$ cat src/rtl/life_step_controller.sv
// Life step controller: paces Game-of-Life generations from a 1 s tick,
// launches datapath compute passes, commits them and counts generations.
//
// Ports:
//   clk           system clock, all state updates on posedge
//   rst           asynchronous active-low reset
//   tick_in       one-cycle pulse from the 1-second timer
//   run           level, 1 = free-running generations, 0 = paused
//   step          one-cycle pulse, request one generation while paused
//   clear         one-cycle pulse, zero generation count / clear error
//   period_ticks  tick_in pulses per generation (0 treated as 1)
//   compute_done  one-cycle pulse from the cell-update datapath
//   compute_start one-cycle pulse launching a cell-update pass
//   commit        one-cycle pulse, datapath latches next board
//   busy          high while computing or committing
//   err           sticky, high in the error state
//   generation    count of committed generations
module life_step_controller #(
   parameter int PERIOD_W    = 8,
   parameter int GEN_W       = 16,
   parameter int TIMEOUT_CYC = 1024
) (
   input  logic                clk,
   input  logic                rst,
   input  logic                tick_in,
   input  logic                run,
   input  logic                step,
   input  logic                clear,
   input  logic [PERIOD_W-1:0] period_ticks,
   input  logic                compute_done,
   output logic                compute_start,
   output logic                commit,
   output logic                busy,
   output logic                err,
   output logic [GEN_W-1:0]    generation
);

   localparam int TO_W = (TIMEOUT_CYC > 2) ? $clog2(TIMEOUT_CYC) : 1;
   localparam logic [TO_W-1:0] TO_LAST = TO_W'(TIMEOUT_CYC - 1);

   typedef enum logic [2:0] {
      ST_IDLE,
      ST_WAIT,
      ST_COMPUTE,
      ST_COMMIT,
      ST_ERROR
   } state_t;

   state_t              state;
   state_t              state_n;
   logic [PERIOD_W-1:0] tick_cnt;
   logic [PERIOD_W-1:0] tick_n;
   logic [TO_W-1:0]     to_cnt;
   logic [TO_W-1:0]     to_n;
   logic [GEN_W-1:0]    gen_n;
   logic [PERIOD_W-1:0] tick_last;

   always_ff @(posedge clk or negedge rst) begin
      if (!rst) begin
         state      <= ST_IDLE;
         tick_cnt   <= '0;
         to_cnt     <= '0;
         generation <= '0;
      end else begin
         state      <= state_n;
         tick_cnt   <= tick_n;
         to_cnt     <= to_n;
         generation <= gen_n;
      end
   end

   // A period of 0 behaves like 1, so the terminal count is 0 in both cases.
   always_comb begin
      tick_last = '0;
      if (period_ticks != '0) begin
         tick_last = period_ticks - PERIOD_W'(1);
      end
   end

   always_comb begin
      state_n = state;
      tick_n  = tick_cnt;
      to_n    = to_cnt;
      gen_n   = generation;
      unique case (state)
         ST_IDLE: begin
            tick_n = '0;
            to_n   = '0;
            if (clear) begin
               gen_n = '0;
            end
            if (step) begin
               state_n = ST_COMPUTE;
            end else if (run) begin
               state_n = ST_WAIT;
            end
         end
         ST_WAIT: begin
            to_n = '0;
            if (clear) begin
               gen_n = '0;
            end
            if (!run) begin
               state_n = ST_IDLE;
               tick_n  = '0;
            end else if (tick_in) begin
               // >= so a period shrunk below the count fires on the next tick
               if (tick_cnt >= tick_last) begin
                  state_n = ST_COMPUTE;
                  tick_n  = '0;
               end else begin
                  tick_n = tick_cnt + PERIOD_W'(1);
               end
            end
         end
         ST_COMPUTE: begin
            tick_n = '0;
            // done is not trusted in the launch cycle (to_cnt == 0)
            if (compute_done && (to_cnt != '0)) begin
               state_n = ST_COMMIT;
               to_n    = '0;
            end else if (to_cnt == TO_LAST) begin
               state_n = ST_ERROR;
               to_n    = '0;
            end else begin
               to_n = to_cnt + TO_W'(1);
            end
         end
         ST_COMMIT: begin
            tick_n  = '0;
            to_n    = '0;
            gen_n   = generation + GEN_W'(1);
            state_n = run ? ST_WAIT : ST_IDLE;
         end
         ST_ERROR: begin
            tick_n = '0;
            to_n   = '0;
            if (clear) begin
               state_n = ST_IDLE;
               gen_n   = '0;
            end
         end
         default: begin
            state_n = ST_IDLE;
            tick_n  = '0;
            to_n    = '0;
         end
      endcase
   end

   // The pass counter only reads zero in the first COMPUTE cycle.
   assign compute_start = (state == ST_COMPUTE) && (to_cnt == '0);
   assign commit        = (state == ST_COMMIT);
   assign busy          = (state == ST_COMPUTE) || (state == ST_COMMIT);
   assign err           = (state == ST_ERROR);

endmodule

$ cat config.mk
export PLATFORM = sky130hd
export DESIGN_NAME = life_step_controller
export DESIGN_NICKNAME = d
export VERILOG_FILES = /design/src/rtl/life_step_controller.sv
export SDC_FILE = /design/constraint.sdc
export NUM_CORES = 1
export LEC_CHECK = 0
export ABC_CLOCK_PERIOD_IN_PS = 3700
export CELL_PAD_IN_SITES_DETAIL_PLACEMENT = 1
export CELL_PAD_IN_SITES_GLOBAL_PLACEMENT = 1
export CORE_MARGIN = 2
export CORE_UTILIZATION = 44
export CTS_CLUSTER_DIAMETER = 30
export DETAILED_ROUTE_END_ITERATION = 7
export PLACE_DENSITY = 0.9
export SKIP_CTS_REPAIR_TIMING = 1
export SYNTH_ARGS = -nofsm -noshare
export SYNTH_HDL_FRONTEND = slang
export SYNTH_SLANG_ARGS = --single-unit
$ cat constraint.sdc
create_clock -name clk -period 3.7 [get_ports clk]
set_input_delay 0.74 -clock clk [delete_from_list [all_inputs] [get_ports clk]]
set_output_delay 0.74 -clock clk [all_outputs]
set_load 0.01 [all_outputs]
==> metrics.cfg <==
[placement]
dp_slack_ps = -277
numPlacedInstances = 360
placed_area_um2 = 2720
hpwl_um = 4260
gp_congestion = 0.789
port_buffers = 34

[clock_network]
cts-root-buf = clkbuf_8
clock-sinks = 37
htree_levels = 2
cts_buffers = 5
clockBufferDepth = 2
clock_latency_ps = 300
cts_tree = built
clkTransAtPathRegs_ps = 80

[timing]
maxSlewViolCount = 0
relSlewSlack_pct = 52.7
hold_viol_final = 0
rsz0062_at_grt = false
fmax_ghz = 0.289
finalClockSkew_ps = 9.06
post-route-period-util_pct = 93.4
tightestPinTransition_ps = 704
finalSetupViolCount = 0
layout_setup_ws_ps = 243
holdWs_ps = 541
period_needed_ps = 3460

[global_routing]
grt_max_degree = 38
overflow = 0
grt_pass1_wl_um = 10200
grt_use_total_pct = 21.6
grt_pass1_vias = 2224
antenna_found_initial = 0

[worst_hold_path]
worstHoldPathCells = 1
holdCritPathClass = reg -> reg

[final_layout]
num_antenna_cells = 0
nNetsFinal = 325
stdcell_area_um2 = 2840
layout_common_cells = 37 x dfrtp_1, 36 x nor2_1, 34 x clkdlybuf4s50_1, 20 x nand2_1, 13 x ha_1
final_common_cell = dfrtp_1
stdcell_count = 368
syn2layout_area_growth_pct = 25.0
drive_gt1_share_pct = 7.72

[yosys]
ys_seq_area_share_pct = 40.7
synth_cell_types = 40
ys_warn_count = 0
synth_area_um2 = 2280
synth_edf_count = 0
avgSynthCellArea_um2 = 8.86
async_flop_share_pct = 100
synth_cells = 257
synth_ff_type = dfrtp_1
ys_seq_elements = 37
synth_fp_nets = 285

[drt]
first_pass_iters = 4
routedWlPerCell_um = 15.8
route.detailed.drc = 0
finalWirelength_um = 5800
ant_nets = 0
drtIter0Drc = 89
vias_per_cell = 5.54
route.vias.total = 2038

[floorplanning]
die_y_um = 75.9
design.portCount = 35
coreArea_um2 = 5040
die_w_um = 75.9
start_util_pct = 45.1
fp.dieArea_um2 = 5760
row_count = 26

[pwr]
power.leakage_nw = 1.26
p_per_area_nw_per_um2 = 415
vdd_drop_max_v = 0.000206

[run_status]
status = finished clean

[critical_path]
arrival_ps = 3650
end_kind = flop
ff2ff_setup_slack_ps = 1590
cp-start-kind = input port
path_class = in -> reg
worstPathRequired_ps = 3900
crit_fanout = 5
rr_worst_depth = 6

[job]
maxCapViolations = 0

## synth_stat cells, types with 3 or more instances
cell type	number	area, µm²
nand4_1	7	43.8
a21o_1	3	22.5
or3_1	4	25.0
nand3_1	12	60.1
nor4_1	3	18.8
xor2_1	11	96.3
inv_1	11	41.3
nor2b_1	8	50.1
o21ai_0	11	55.1
and3_1	9	56.3
a22o_1	6	52.6
xnor2_1	11	96.3
or4_1	3	22.5
and2_1	3	18.8
nor3_1	9	45.0
nand2_1	20	75.1
dfrtp_1	37	926
o311ai_1	3	26.3
nor2_1	37	139
a21oi_1	9	45.0
clkbuf_1	5	18.8
ha_1	13	163
## cell families (layout without fill, tap and decap cells)
kind of cell,Yosys count,in the layout,synth area share [%]
buffers and inverters,19,60,3.52
DFF,37,37,40.7
and+or+nand+nor,127,127,28.7
muxes,2,2,0.880
AOI/OAI and AO/OA,37,37,10.6
xor gates and xnor gates,22,22,8.47
adders and majority gates,13,13,7.15
## layer usage
metal | track usage [%] | up-vias | wire (µm) | share of wire (%)
met5 | 0 | - | 0 | 0
met4 | 6.36 | 0 | 101 | 1.7
met3 | 5.00 | 12 | 182 | 3.1
met2 | 38.2 | 39 | 3020 | 52
met1 | 26.2 | 1005 | 2500 | 43
li1 | - | 982 | - | -
## cell type report
| cell class | count | area [µm²] |
|---|---|---|
| sequential | 37 | 926 |
| clock buffer | 7 | 96.3 |
| timing repair buffer | 41 | 393 |
| fill | 608 | 2200 |
| multi-input combinational | 201 | 1290 |
| tap | 70 | 87.6 |
| inverter | 11 | 41.3 |
| clock inverter | 1 | 5.00 |
## per-stage QoR
stage | setup TNS [ps] | power [mW] | util [%]
after floorplan | 0 | 0.719 | -
after global placement | -613 | 0.850 | 53.9
after detailed placement | -1660 | 0.864 | 53.9
after CTS | 0 | 1.18 | 55.9
after global routing | 0 | 1.27 | 56.4
final | 0 | 1.18 | 56.4
## final timing paths
path | startpoint | end
max in group asynchronous | rst | generation[7]
setup / recovery | period_ticks[0] | tick_cnt[6]
hold reg to reg | to_cnt[0] | to_cnt[0]
hold / removal | to_cnt[0] | to_cnt[0]
min in group asynchronous | rst | generation[14]
setup reg to reg | tick_cnt[2] | tick_cnt[6]
## flip-flops by register name, summed over array words and instances (netlist names)
name,count
generation,16
to_cnt,10
tick_cnt,8
state,3
## report_power, final
part / internal, mW / leakage [nW] / switching (mW)
Combinational: 0.166 / 0.692 / 0.194
Sequential: 0.438 / 0.510 / 0.0646
Clock: 0.168 / 0.0542 / 0.150
Total: 0.773 / 1.26 / 0.409
## critical path, stage by stage
cell and delay, ps:
clkdlybuf4s50_1 420, inv_1 80, ha_1 160, nor2b_1 170, nand3b_1 110, or3_1 390
o21ai_0 130, ha_1 260, or3_1 360, a21oi_2 170, o311a_1 240, nand2_1 120
o311ai_1 290
Note: power is estimated with default switching activity, not from simulation.
